===== config.mk =====
export PLATFORM = sky130hd
export DESIGN_NAME = hazard_ctrl
export DESIGN_NICKNAME = d
export VERILOG_FILES = /design/src/rtl/hazard_ctrl.sv
export SDC_FILE = /design/constraint.sdc
export NUM_CORES = 1
export LEC_CHECK = 0
export BUFFER_PORTS_ARGS = -buffer_cell sky130_fd_sc_hd__buf_4
export CORE_UTILIZATION = 48
export CTS_BUF_LIST = sky130_fd_sc_hd__clkbuf_16
export DETAILED_ROUTE_END_ITERATION = 8
export HOLD_SLACK_MARGIN = 0.05
export MAX_ROUTING_LAYER = met4
export PLACE_DENSITY_LB_ADDON = 0.25
export SLEW_MARGIN = 10
export SYNTH_ARGS = -nofsm -noshare
export SYNTH_HDL_FRONTEND = slang
export SYNTH_SLANG_ARGS = --single-unit

===== constraint.sdc =====
create_clock -name clk -period 1.6 [get_ports clk]
set_input_delay 0.16 -clock clk [delete_from_list [all_inputs] [get_ports clk]]
set_output_delay 0.16 -clock clk [all_outputs]
set_load 0.005 [all_outputs]

===== src/rtl/hazard_ctrl.sv =====
// Pipeline hazard control for the 5-stage core: RAW stall detection against in-flight
// writers, branch squash, halt drain sequencing and a saturating stall counter.
module hazard_ctrl #(
  parameter bit CHECK_WB     = 1'b0,
  parameter int DRAIN_CYCLES = 3,
  parameter int CNT_W        = 16
) (
  input  logic             clk,
  input  logic             rst,
  input  logic             id_valid,
  input  logic             id_rs_valid,
  input  logic [2:0]       id_rs,
  input  logic             id_rt_valid,
  input  logic [2:0]       id_rt,
  input  logic             id_wr_en,
  input  logic [2:0]       id_wr_reg,
  input  logic             id_halt,
  input  logic             ex_redirect,
  input  logic             mem_stall,
  output logic             pc_hold,
  output logic             ifid_hold,
  output logic             ifid_flush,
  output logic             idex_bubble,
  output logic             pc_redirect,
  output logic             halt_done,
  output logic [CNT_W-1:0] stall_cnt
);

  typedef enum logic [1:0] {RUN, DRAIN, HALTED} ctrlState;

  localparam int DCW = (DRAIN_CYCLES > 1) ? $clog2(DRAIN_CYCLES) : 1;
  localparam logic [DCW-1:0] DRAIN_LOAD = DCW'(DRAIN_CYCLES - 1);

  ctrlState         state, stateNext;
  logic [DCW-1:0]   drainCnt, drainCntNext;
  logic             exValid, memValid, wbValid;
  logic [2:0]       exReg, memReg, wbReg;
  logic [CNT_W-1:0] stallCntQ;

  logic rsHit, rtHit, raw, haltAccept, countStall, exLoad;

  assign rsHit = (exValid && exReg == id_rs) || (memValid && memReg == id_rs) ||
                 (CHECK_WB && wbValid && wbReg == id_rs);
  assign rtHit = (exValid && exReg == id_rt) || (memValid && memReg == id_rt) ||
                 (CHECK_WB && wbValid && wbReg == id_rt);

  assign raw = id_valid && (state == RUN) &&
               ((id_rs_valid && rsHit) || (id_rt_valid && rtHit));

  // A redirect or memory stall outranks both the RAW stall and halt acceptance.
  assign haltAccept = (state == RUN) && id_valid && id_halt && !raw && !ex_redirect && !mem_stall;
  assign countStall = raw && !ex_redirect && !mem_stall;
  assign exLoad     = id_valid && id_wr_en && !raw && !ex_redirect && (state == RUN);

  // NOTE: every variable in a combinational block gets a default first, so no path
  // leaves it unassigned and no latch is inferred.
  always_comb begin
    stateNext    = state;
    drainCntNext = drainCnt;
    case (state)
      RUN: begin
        if (haltAccept) begin
          stateNext    = DRAIN;
          drainCntNext = DRAIN_LOAD;
        end
      end
      DRAIN: begin
        if (!mem_stall) begin
          if (ex_redirect)          stateNext    = RUN;
          else if (drainCnt == '0)  stateNext    = HALTED;
          else                      drainCntNext = drainCnt - DCW'(1);
        end
      end
      HALTED:  stateNext = HALTED;
      default: stateNext = RUN;
    endcase
  end

  // NOTE: sequential state uses non-blocking assignments so every register samples
  // the pre-edge values regardless of statement order.
  always_ff @(posedge clk) begin
    if (rst) begin
      state     <= RUN;
      drainCnt  <= '0;
      // NOTE: the register indices are reset along with the valid bits; only the valid
      // bits are functionally required, but this keeps the scoreboard free of X.
      exValid   <= 1'b0;
      memValid  <= 1'b0;
      wbValid   <= 1'b0;
      exReg     <= '0;
      memReg    <= '0;
      wbReg     <= '0;
      stallCntQ <= '0;
    end else begin
      state    <= stateNext;
      drainCnt <= drainCntNext;
      if (!mem_stall) begin
        wbValid  <= memValid;
        wbReg    <= memReg;
        memValid <= exValid;
        memReg   <= exReg;
        exValid  <= exLoad;
        exReg    <= id_wr_reg;
      end
      if (countStall && stallCntQ != '1) stallCntQ <= stallCntQ + CNT_W'(1);
    end
  end

  always_comb begin
    pc_hold     = 1'b0;
    ifid_hold   = 1'b0;
    ifid_flush  = 1'b0;
    idex_bubble = 1'b0;
    pc_redirect = 1'b0;
    if (!rst) begin
      if (mem_stall) begin
        pc_hold   = 1'b1;
        ifid_hold = 1'b1;
      end else if (state == HALTED) begin
        pc_hold     = 1'b1;
        ifid_hold   = 1'b1;
        idex_bubble = 1'b1;
      end else if (ex_redirect) begin
        pc_redirect = 1'b1;
        ifid_flush  = 1'b1;
        idex_bubble = 1'b1;
      end else if (raw || state == DRAIN) begin
        pc_hold     = 1'b1;
        ifid_hold   = 1'b1;
        idex_bubble = 1'b1;
      end
    end
  end

  assign halt_done = !rst && (state == HALTED);
  assign stall_cnt = rst ? '0 : stallCntQ;

endmodule


# Word level (Yosys, flattened, before mapping)
# Cells that the tools add are included.
[op_classes]
n_addsub = 2
n_eq_ne = 12
muxes = 24
n_reduce_logical = 33
[ops]
columns = ["op", "count"]
rows = [
  ["$logic_and 1x1->1", 20],
  ["$add 16x1->16 const B", 1],
  ["$mux 16", 1],
  ["$mux 2", 8],
  ["$ne 16x16->1 const B", 1],
  ["$mux 1", 13],
  ["$eq 3x3->1", 4],
  ["$ne 2x2->1 const B", 4],
  ["$pmux 2 s3", 1],
  ["$reduce_and 5->1", 1],
  ["$logic_not 1->1", 4],
  ["$logic_not 2->1", 2],
  ["$logic_or 1x1->1", 4],
  ["$pmux 2 s2", 1],
  ["$ne 3x3->1 const B", 1],
  ["$reduce_and 3->1", 1],
  ["$eq 2x1->1 const B", 1],
  ["$eq 2x2->1 const B", 1],
  ["$reduce_bool 2->1", 1],
  ["$sub 2x1->2 const B", 1],
]
[totals]
reg_bits = 28
in_bits = 18
elab_cells = 78

# Depth between registers and ports, before layout
# Gate-level depths: netlist of run 1.
[logic_depth]
depth_word = 12
ltp_mapped = 8
ltp_nobuf = 7

# Worst setup path before layout of run 1
# Ideal clock, no wire load.
[synth_timing]
kind = "register -> register"
start = "register state[1]"
end = "register stallCntQ[10]"
setup_time_ns = 0.121
arrival_ns = 1.590
required_time_ns = 1.479
path_slack_ns = -0.111
path_stages_with_launch = 8
synth_period_minus_slack_ns = 1.711
cell_sequence = "dfxtp_1 -> nor3_2 -> and3b_1 -> buf_6 -> and4_1 -> nand2_1 -> nor3_1 -> mux2_2"
[synth_between]
elab_chain_len = 6
[synth_lines]
columns = ["element", "line_no", "source"]
rows = [
  ["start: declaration", "34", "ctrlState state, stateNext;"],
  ["start signal: assignment", "95", "state <= stateNext;"],
  ["$logic_not 2->1", "47", "assign raw = id_valid && (state == RUN) &&"],
  ["$logic_and 1x1->1 (2 in a row)", "47", ""],
  ["$logic_and 1x1->1 (2 in a row)", "52", "assign countStall = raw && !ex_redirect && !mem_stall;"],
  ["$logic_and 1x1->1", "105", "if (countStall && stallCntQ != '1) stallCntQ <= stallCntQ + CNT_W'(1);"],
  ["end signal: assignment", "105", ""],
  ["end: declaration", "38", "logic [CNT_W-1:0] stallCntQ;"],
]
# Every way passes these cells.
# A chain may end at the register's enable or synchronous reset.

# Worst setup path in the final report of run 1
[layout_timing]
start = "register exReg[2]"
end = "register stallCntQ[1]"
[layout_between]
elab_chain_len = 9
[layout_lines]
columns = ["element", "line_no", "source"]
rows = [
  ["start: declaration", "37", "logic [2:0] exReg, memReg, wbReg;"],
  ["start signal: assignment", "103", "exReg <= id_wr_reg;"],
  ["$eq 3x3->1, on equally long branches", "42, 44", ""],
  ["$logic_and 1x1->1, on equally long branches", "42, 44", ""],
  ["$logic_or 1x1->1, on equally long branches", "42, 44", ""],
  ["$logic_and 1x1->1", "48", "((id_rs_valid && rsHit) || (id_rt_valid && rtHit));"],
  ["$logic_or 1x1->1 (*)", "48", ""],
  ["$logic_and 1x1->1 (*)", "47", ""],
  ["$logic_and 1x1->1 (*) (2 in a row)", "52", ""],
  ["$logic_and 1x1->1 (*)", "105", ""],
]
# Mark *: on every way between the ends. The rest lies on a longest branch, timed or not.

==> parameters.txt, run 1 <==
Parameter                              Value

Status
  Run status    complete, but fails checks
  Violated checks    setup timing

Clocking
  Num CTS Buffers    3
  CTS tree    built
  Longest Clk Path Bufs    2
  Post-CTS Hold Buffers    0
  Number of sinks driven by the clock tree    28
  Root cell of the clock tree    clkbuf_16
  Clock transition at the register clock pins on the worst setup and hold paths after CTS    0.07 ns
  Total number of H-tree levels    1
  Insertion delay of the later-clocked pin in the worst-skew pair    0.27 ns

Logic synthesis
  Number of distinct library cells after synthesis    44
  Post-synthesis sequential area ratio    33.23%
  Synthesis warning total    0
  Synthesized cell area    0.001687 sq mm
  Fraction of synthesized cell area taken by the top area cell type    33.23%
  Leading area contributor after synthesis    dfxtp_1
  Fraction of registers with async set/reset    0%
  Number of enable-type register cells in the synthesized netlist    0
  Cells after Synth    208
  Mean instance size in the synthesized netlist    8.109 sq um
  Main area contributors after synthesis    dfxtp_1, xnor2_1, nor2_1
  Net count of the mapped netlist    228
  Synth Flop Type    dfxtp_1
  Post-synthesis sequential element count    28

Placed design
  IO buf count    39
  Total instance count after detailed placement    313
  Standard cell area after detailed placement    0.002242 sq mm
  Final weighted congestion in routability-driven placement    0.7912
  Half-perimeter wire length of the detailed placement result    2995 um

Layout
  Area used by multi-input combinational logic    0.001282 sq mm
  Commonest non-fill, non-tap cells in the layout    buf_4, nor2_1, dfxtp_1
  Area growth from synthesis to final layout    58.90%
  Antenna diode count    0
  Post-route insts no fill    325
  Number of nets in the final layout    300
  Layout filler cell count    224
  Share of layout cells above drive strength 1    49.46%
  Cell area after layout    0.002680 sq mm
  Combined flip-flop and latch cell area    593.1 sq um
  Leading cell type in the layout, fill and taps excluded    buf_4

Timing
  Slew headroom    67.23%
  Share of the clock period used by the worst path after layout    117.0%
  Final worst clock skew    0.007198 ns
  Achievable clock frequency    0.5344 GHz
  Transition time at the pin with the least slew margin    0.4916 ns
  Worst-case hold slack    0.1283 ns
  Hold Violations, Final    0
  Final critical delay including setup and external delays    1.871 ns
  Count of endpoints failing setup in the final report    20
  Setup repair after global routing missed its margin    true
  Number of max-slew violations in the final report    0
  Final worst slack    -0.2713 ns

Global routing
  Peak-usage layer in the global routing report    met2
  Met1 Track Usage GR    34.72%
  Total Routing Usage GR    28.45%
  Met3 track utilization from global routing    3.782%
  Met2 capacity usage during global routing    48.60%
  Largest net degree at the start of global routing    48
  Number of antenna violations at the first check in global routing    0
  Total global routing overflow    0
  Wire length of the first global-routing pass    7576 um
  Vias in the first global route    1653

Floorplanning
  CORE AREA    0.003363 sq mm
  Initial Util    50.15%
  Height of the chip    61.28 um
  Die W    61.28 um
  Ports placed on the boundary    40
  Die Outline Area    0.003755 sq mm
  Number of standard-cell rows in the floorplan    21

Worst setup path
  CP Data Arrival Time    2.01 ns
  Class of the most critical setup path    flip-flop to flip-flop
  CP most frequent cell    buf_4
  Worst setup SP type    flip-flop
  Required time of the critical path    1.74 ns
  Reg2reg setup slack    -0.27 ns
  Critical path capture point type    flip-flop
  Cell at the slowest stage of the critical path    o41ai_1
  Path depth of the worst reg2reg path    9
  Crit path max fanout    6
  Slowest stage delay, CP    0.38 ns
  Critical-path cell list    xnor2_2, nand4_1, nand2_1, a22oi_2, buf_4, buf_8, buf_6, buf_4, o41ai_1
  Worst reg2reg path startpoint    exReg[2]
  Worst r2r dst    stallCntQ[1]

Worst hold path
  WHS Endpoint    exReg[1]
  Path class of the lowest-slack min-delay path    input port to flip-flop
  Instance count along the most critical hold path    3
  Start point of the worst hold path    id_wr_reg[1]

Pwr
  Power density cells    620.7 mW/mm^2
  Worst-case vdd ir drop    0.0006502 V
  Leakage power figure    1.220 nW

Detailed routing
  DR iter-0 viols    134
  Post-DR vias/cell    5.483
  Number of remaining DRC errors    0
  Total via count after detailed routing    1782
  Router iterations before antenna repair    4
  Final Routed Wirelength    5086 um
  Number of nets with antenna violations after detailed routing    0
  Avg WL per Cell    15.65 um

Job
  Count of maximum capacitance violations    0
[cells in the mapped netlist, types with 2 or more instances]
cell      instances
o21ai_0           9
a21oi_1           9
buf_4             2
nor2b_1          15
xnor2_1          12
clkbuf_1          5
or3_1             4
nand2_1          15
nand2b_1          2
mux2_2            7
and3b_1           2
or4_1             3
and3_1            4
buf_1             2
nor2_1           25
inv_1             5
a211oi_1          2
dfxtp_1          28
buf_2             3
ha_1              2
nand4_1           8
nor3_1            9
mux2i_1           7
nand3_1           8
[flip-flops by register name (all words and copies together) (netlist names)]
register,count
memValid,1
stallCntQ,16
state,2
exReg,3
exValid,1
drainCnt,2
memReg,3
[critical path: cells and delay by family, from the launching register on]
family	cells	cell delay [ns]
flip-flops	1	0.37
XOR/XNOR	1	0.14
buffers and inverters	4	0.53
AO/OA/AOI/OAI	2	0.48
AND/OR/NAND/NOR	2	0.23
[worst max path at each step]
| stage | startpoint | endpoint | slack [ns] | cells after the start |
|---|---|---|---|---|
| after floorplan | stallCntQ[7] | stallCntQ[3] | -0.05 | 6 |
| after global placement | mem_stall | stallCntQ[8] | -0.14 | 7 |
| after detailed placement | memReg[0] | stallCntQ[11] | -0.15 | 7 |
| after CTS | memReg[1] | ifid_hold | -0.25 | 8 |
| after global routing | memReg[0] | stallCntQ[1] | -0.39 | 9 |
| final | exReg[2] | stallCntQ[1] | -0.27 | 9 |
[stage by stage]
stage	power, mW	setup slack (ns)	setup TNS [ns]	util (%)
CTS	1.640	-0.2474	-3.105	74.67
floorplan	0.8214	-0.05182	-0.3061	-
global route	1.717	-0.3878	-4.795	79.69
detailed placement	0.8966	-0.1478	-1.651	66.67
global placement	0.8936	-0.1396	-1.141	66.67
finish	1.664	-0.2713	-2.906	79.69
[report_power, final]
part,leakage [nW],total [mW],internal [mW],switching (mW)
Combinational,0.934,0.199,0.108,0.0911
Sequential,0.234,0.712,0.699,0.0134
Clock,0.0511,0.752,0.499,0.254
Total,1.22,1.66,1.31,0.358
[layer usage]
layer | vias up | part of all wire (%)
met1 | 843 | 43
met4 | 0 | 2.1
met3 | 13 | 4.4
met2 | 48 | 51
li1 | 878 | -
met5 | - | 0
[logic make-up after synthesis]
group / count (synthesis) / synth area share, %
simple gates: 106 / 34.94
compound gates: 28 / 10.16
flops: 28 / 33.23
buf+inv: 18 / 5.119
mux: 14 / 8.828
xor+xnor: 12 / 6.231
fa+ha+maj: 2 / 1.483
[repair_timing]
| item | 4_1_cts | 5_1_grt |
|---|---|---|
| endpoints found under the hold margin | 0 | 0 |
| endpoints found under the setup margin | 21 | 23 |
| resized for setup | 31 | 37 |
| pin swaps | 14 | 21 |
| setup buffers | 5 | 5 |
[final cells by class]
cell class                      count  share of cell area (%)
Multi-Input combinational cell    162                   47.85
Tap cell                           46                   2.148
Timing Repair Buffer               80                   23.25
Sequential cell                    28                   22.13
Clock inverter                      1                   1.120
Inverter                            5                  0.7003
Clock buffer                        3                   2.801
Note: power is estimated with default switching activity, not from simulation.
==> inputs of run 2 (changes only) <==
--- a/config.mk
+++ b/config.mk
@@ -6,12 +6,14 @@
 export NUM_CORES = 1
 export LEC_CHECK = 0
 export BUFFER_PORTS_ARGS = -buffer_cell sky130_fd_sc_hd__buf_4
+export CORE_MARGIN = 2
 export CORE_UTILIZATION = 48
 export CTS_BUF_LIST = sky130_fd_sc_hd__clkbuf_16
 export DETAILED_ROUTE_END_ITERATION = 8
 export HOLD_SLACK_MARGIN = 0.05
 export MAX_ROUTING_LAYER = met4
-export PLACE_DENSITY_LB_ADDON = 0.25
+export PLACE_DENSITY = 0.73
+export SKIP_LAST_GASP = 1
 export SLEW_MARGIN = 10
 export SYNTH_ARGS = -nofsm -noshare
 export SYNTH_HDL_FRONTEND = slang
==> run 2 against run 1 <==
Against the previous run:
- the run still ends with setup timing left
- die area rose by 6.6%
- total power fell by 10%
- final cell count down 1.5%
- via count rose by 2.5%
- sequential share of layout area fell by 0.26 points
- global-route usage is 3.6 points lower
- routed wire length increased by 7.5%
- critical path type is now flip-flop to output pin
- largest power group is now sequential cells
- highest routed layer unchanged
==> parameters.txt, run 2 (synthesis gave the netlist of run 1 again) <==
Parameter                              Value

Status
  Run status    complete, but fails checks
  Violated checks    setup timing

Layout
  Post-route insts no fill    320 (-1.5%)
  Cell area after layout    0.002649 sq mm (-1.2%)
  Final standard cell utilization of the core    78.76% (-0.93 points)
  Number of flip-flops in the largest register    16 (unchanged)
  Share of layout cells above drive strength 1    50.73% (+1.3 points)
  Area growth from synthesis to final layout    57.05%
  Commonest non-fill, non-tap cells in the layout    buf_4, nor2_1, dfxtp_1
  Antenna diode count    0 (unchanged)
  Layout filler cell count    220 (-1.8%)
  Top Registers    stallCntQ x16, exReg x3, memReg x3
  Number of nets in the final layout    295 (-1.7%)
  Register name with the most flops    stallCntQ
  Leading cell type in the layout, fill and taps excluded    buf_4

Detailed routing
  Number of nets with antenna violations after detailed routing    0 (unchanged)
  Post-DR vias/cell    5.709 (+4.1%)
  Total via count after detailed routing    1827 (+2.5%)
  Avg WL per Cell    17.08 um (+9.1%)
  Number of remaining DRC errors    0 (unchanged)
  Final Routed Wirelength    5465 um (+7.5%)
  Router iterations before antenna repair    4 (unchanged)
  DR iter-0 viols    129 (-3.7%)

Global routing
  Total global routing overflow    0 (unchanged)
  Vias in the first global route    1727 (+4.5%)
  Total Routing Usage GR    24.86% (-3.6 points)
  Number of antenna violations at the first check in global routing    0 (unchanged)
  Wire length of the first global-routing pass    7762 um (+2.5%)
  Largest net degree at the start of global routing    48 (unchanged)

Clocking
  Total number of H-tree levels    1 (unchanged)
  Root cell of the clock tree    clkbuf_16
  Clock transition at the register clock pins on the worst setup and hold paths after CTS    0.07 ns (about the same)
  Num CTS Buffers    3 (unchanged)
  CTS tree    built
  Longest Clk Path Bufs    2 (unchanged)
  Insertion delay of the later-clocked pin in the worst-skew pair    0.26 ns (about the same)
  Number of sinks driven by the clock tree    28 (unchanged)

Placed design
  Standard cell area after detailed placement    0.002227 sq mm (-0.67%)
  Half-perimeter wire length of the detailed placement result    3053 um (+1.9%)
  Final weighted congestion in routability-driven placement    0.7982 (+0.88%)
  IO buf count    39 (unchanged)
  Post-place setup slack    -0.1699 ns (-0.02210 ns)
  Total instance count after detailed placement    311 (-0.64%)

Pwr
  Comb pwr share    13.3% (+1.3 points)
  Power density cells    565.6 mW/mm^2 (-8.9%)
  Leakage power figure    1.200 nW (-1.6%)
  Net switching fraction of the power    23.73% (+2.2 points)
  Power dissipated by switching net loads    0.3555 mW (-0.68%)
  Share of power burned in the clock network    38.8% (-6.4 points)
  Worst-case vdd ir drop    0.0007672 V (+18%)
  Internal power    1.143 mW (-12%)
  Sequential fraction of design power    47.8% (+5.0 points)
  Post-route total power    1.498 mW (-10%)

Timing
  Share of the clock period used by the worst path after layout    120.7% (+3.8 points)
  Final worst slack    -0.3317 ns (-0.06041 ns)
  Slew headroom    65.48% (-1.7 points)
  Setup repair after global routing missed its margin    true
  Final critical delay including setup and external delays    1.932 ns (+0.06041 ns)
  Number of max-slew violations in the final report    0 (unchanged)
  Transition time at the pin with the least slew margin    0.5178 ns (+0.02620 ns)
  Setup_tns    -4.552 ns (-1.646 ns)
  Achievable clock frequency    0.5177 GHz (-3.1%)
  Count of endpoints failing setup in the final report    23 (+15%)
  Worst-case hold slack    0.1231 ns (-0.005241 ns)
  Final worst clock skew    0.001208 ns (-0.005990 ns)
  Hold Violations, Final    0 (unchanged)

Floorplanning
  Ports placed on the boundary    40 (unchanged)
  Number of standard-cell rows in the floorplan    21 (unchanged)
  Height of the chip    63.28 um (+3.3%)
  Die W    63.28 um (+3.3%)
  CORE AREA    0.003363 sq mm (unchanged)
  Die Outline Area    0.004004 sq mm (+6.6%)
  Initial Util    50.15% (unchanged)

Worst setup path
  Crit path max fanout    3 (-3)
  Class of the most critical setup path    flip-flop to output pin
  CP Data Arrival Time    1.77 ns (-0.24 ns)
  Required time of the critical path    1.44 ns (-0.30 ns)
  Critical path capture point type    output pin
  Worst setup SP type    flip-flop

Worst hold path
  Path class of the lowest-slack min-delay path    input port to flip-flop

Job
  Count of maximum capacitance violations    0 (unchanged)
[run 2: layout make-up]
cell class                 instances  area (sq um)  share of cell area (%)
clock buffer                       3         75.07                   2.834
multi-input combinational        162          1315                   49.65
tap                               46         57.56                   2.173
inverter                           5         18.77                  0.7085
clock inverter                     1         3.754                  0.1417
sequential                        28         579.3                   21.87
timing repair buffer              75         599.3                   22.63
[run 2: per-layer routing]
metal / GRT usage, % / vias to the layer above / share of wire [%]
met5: - / - / 0
met4: 8.696 / 0 / 3.0
met3: 5.893 / 21 / 6.2
met2: 43.48 / 85 / 51
met1: 27.73 / 856 / 39
li1: - / 865 / -
[run 2: worst max-delay path, cell delays in order, from the launching register on]
cell and delay (ns):
dfxtp_4 0.37, xnor2_2 0.17, nand4_1 0.13, nand2_1 0.09, a22oi_2 0.09, clkbuf_16 0.15
nand2b_4 0.15, a211oi_4 0.21, buf_4 0.15
[run 2: power groups by stage]
| stage | logic, mW | clock network (mW) | registers, mW |
|---|---|---|---|
| final | 0.200 | 0.582 | 0.716 |
| after CTS | 0.179 | 0.577 | 0.715 |
| after detailed placement | 0.165 | 0 | 0.732 |
| after global placement | 0.163 | 0 | 0.731 |
| after floorplan | 0.0904 | 0 | 0.731 |
| after global routing | 0.216 | 0.613 | 0.717 |
[run 2: final timing paths]
path / start / endpoint / slack, ns / cells past startpoint
max reg2reg: memReg[1] / stallCntQ[15] / -0.29 / 8
min reg2reg: drainCnt[0] / drainCnt[0] / 0.52 / 3
min: id_wr_reg[1] / exReg[1] / 0.12 / 3
max: memReg[1] / ifid_hold / -0.33 / 8
[run 2: timing repair]
| item | in CTS | in global routing |
|---|---|---|
| endpoints found under the setup margin | 23 | 23 |
| gates cloned | 1 | 0 |
| pin swaps | 18 | 17 |
| endpoints found under the hold margin | 0 | 0 |
| buffers inserted | 4 | 1 |
| hold buffers | 0 | 0 |
| resized for setup | 32 | 39 |
==> inputs of run 3 (changes only) <==
--- a/config.mk
+++ b/config.mk
@@ -12,9 +12,10 @@
 export DETAILED_ROUTE_END_ITERATION = 8
 export HOLD_SLACK_MARGIN = 0.05
 export MAX_ROUTING_LAYER = met4
-export PLACE_DENSITY = 0.73
+export PLACE_DENSITY_LB_ADDON = 0.15
+export REMOVE_ABC_BUFFERS = 1
 export SKIP_LAST_GASP = 1
-export SLEW_MARGIN = 10
+export SLEW_MARGIN = 20
 export SYNTH_ARGS = -nofsm -noshare
 export SYNTH_HDL_FRONTEND = slang
 export SYNTH_SLANG_ARGS = --single-unit
==> run 3 against run 2 <==
Against the previous run:
- the run still ends with setup timing left
- non-clock buffer count rose by 2
- worst setup slack improved by 0.016 ns
- largest cell class unchanged
- maximum frequency rose by 0.81%
- worst hold slack improved by 0.0053 ns
- critical path depth rose by 1
- core utilization rose by 0.97 points
- clock-buffer cell count did not move
- total power rose by 10%
- routed wire length fell by 15%
- global-route usage fell by 1.7 points
- final cell count rose by 0.63%
==> parameters.txt, run 3 (synthesis gave the netlist of run 1 again) <==
Parameter                              Value

Floorplanning
  Number of standard-cell rows in the floorplan    21 (unchanged)
  Die Outline Area    0.004004 sq mm (unchanged)
  Die W    63.28 um (unchanged)
  Initial Util    50.15% (unchanged)
  Ports placed on the boundary    40 (unchanged)
  Height of the chip    63.28 um (unchanged)
  CORE AREA    0.003363 sq mm (unchanged)

Layout
  Number of flip-flops in the largest register    16 (unchanged)
  Top Registers    stallCntQ x16, exReg x3, memReg x3
  Layout filler cell count    247 (+12%)
  Area growth from synthesis to final layout    58.98%
  Commonest non-fill, non-tap cells in the layout    buf_4, nor2_1, dfxtp_1
  Cell area after layout    0.002681 sq mm (+1.2%)
  Leading cell type in the layout, fill and taps excluded    buf_4
  Number of nets in the final layout    297 (+0.68%)
  Final standard cell utilization of the core    79.72% (+0.97 points)
  Share of layout cells above drive strength 1    46.74% (-4.0 points)
  Post-route insts no fill    322 (+0.63%)
  Register name with the most flops    stallCntQ
  Antenna diode count    0 (unchanged)

Placed design
  Final weighted congestion in routability-driven placement    0.7893 (-1.1%)
  Post-place setup slack    -0.1770 ns (-0.007058 ns)
  Half-perimeter wire length of the detailed placement result    2784 um (-8.8%)
  Standard cell area after detailed placement    0.002215 sq mm (-0.56%)
  IO buf count    39 (unchanged)
  Total instance count after detailed placement    311 (unchanged)

Worst setup path
  Class of the most critical setup path    flip-flop to output pin
  Critical path capture point type    output pin
  CP Data Arrival Time    1.76 ns (about the same)
  Crit path max fanout    3 (unchanged)
  Worst setup SP type    flip-flop
  Required time of the critical path    1.44 ns (about the same)

Detailed routing
  Final Routed Wirelength    4638 um (-15%)
  Avg WL per Cell    14.40 um (-16%)
  Router iterations before antenna repair    4 (unchanged)
  Post-DR vias/cell    5.401 (-5.4%)
  Total via count after detailed routing    1739 (-4.8%)
  Number of remaining DRC errors    0 (unchanged)
  Number of nets with antenna violations after detailed routing    0 (unchanged)
  DR iter-0 viols    85 (-34%)

Timing
  Count of endpoints failing setup in the final report    23 (unchanged)
  Setup repair after global routing missed its margin    true
  Number of max-slew violations in the final report    0 (unchanged)
  Achievable clock frequency    0.5219 GHz (+0.81%)
  Transition time at the pin with the least slew margin    0.4734 ns (-0.04440 ns)
  Final worst clock skew    0.004551 ns (+0.003344 ns)
  Final critical delay including setup and external delays    1.916 ns (-0.01558 ns)
  Hold Violations, Final    0 (unchanged)
  Share of the clock period used by the worst path after layout    119.8% (-0.97 points)
  Slew headroom    68.44% (+3.0 points)
  Final worst slack    -0.3162 ns (+0.01558 ns)

Clocking
  Post-CTS Hold Buffers    0 (unchanged)
  Insertion delay of the later-clocked pin in the worst-skew pair    0.26 ns (about the same)
  CTS tree    built
  Longest Clk Path Bufs    2 (unchanged)
  Clock transition at the register clock pins on the worst setup and hold paths after CTS    0.07 ns (about the same)
  Number of sinks driven by the clock tree    28 (unchanged)
  Total number of H-tree levels    1 (unchanged)
  Num CTS Buffers    3 (unchanged)
  Root cell of the clock tree    clkbuf_16

Global routing
  Largest net degree at the start of global routing    48 (unchanged)
  Total Routing Usage GR    23.17% (-1.7 points)
  Total global routing overflow    0 (unchanged)
  Vias in the first global route    1583 (-8.3%)
  Wire length of the first global-routing pass    7265 um (-6.4%)
  Number of antenna violations at the first check in global routing    0 (unchanged)

Job
  Count of maximum capacitance violations    0 (unchanged)

Status
  Violated checks    setup timing
  Run status    complete, but fails checks

Pwr
  Worst-case vdd ir drop    0.0009580 V (+25%)
  Power density cells    615.4 mW/mm^2 (+8.8%)
  Leakage power figure    1.219 nW (+1.6%)

Worst hold path
  Path class of the lowest-slack min-delay path    input port to flip-flop
## run 3: report_power, final
part	internal (mW)	leakage, nW	switching, mW
Combinational	0.104	0.935	0.0908
Sequential	0.705	0.233	0.0117
Clock	0.498	0.0511	0.240
Total	1.31	1.22	0.342
## run 3: area by class of cell
type	count	area [sq um]	area share, %
repair buffers	77	646.9	24.13
well taps	46	57.56	2.147
multi-input cells	162	1272	47.46
inverters	5	18.77	0.7000
flip-flops and latches	28	580.6	21.65
clock inverters	1	30.03	1.120
clock buffers	3	75.07	2.800
## run 3: metal layers
metal	global-route usage, %	vias up	wire (um)
li1	-	868	-
met4	2.446	0	14
met3	3.393	4	192
met5	-	-	0
met1	29.32	823	2032
met2	40.69	44	2399
## run 3: repair_timing
item,in CTS,in global routing
hold endpoints to repair,0,0
endpoints found under the setup margin,22,23
resized for setup,33,32
buffers inserted,4,1
pin swaps,15,12
gates cloned,2,0
## run 3: through the flow
stage               hold WS, ns  power [mW]  setup TNS (ns)
floorplan                0.2291      0.7943          -11.03
global placement         0.3930      0.8921          -1.298
detailed placement       0.3978      0.8945          -1.900
CTS                      0.1239       1.652          -3.067
global route             0.1331       1.712          -6.310
finish                   0.1283       1.650          -3.908
## run 3: critical path: stages (launching register included)
cell	delay, ns
dfxtp_2	0.35
xnor2_1	0.19
nand4_1	0.12
nand2_1	0.08
a22oi_2	0.10
buf_12	0.14
nand2b_4	0.14
buf_4	0.13
a21oi_2	0.11
buf_4	0.12
## run 3: worst paths after layout
kind | cells after the start | slack [ns] | startpoint | to
max | 9 | -0.32 | memReg[0] | idex_bubble
min | 3 | 0.13 | id_wr_reg[0] | exReg[0]
max reg2reg | 9 | -0.28 | memReg[0] | exValid
min reg2reg | 3 | 0.53 | drainCnt[0] | drainCnt[0]
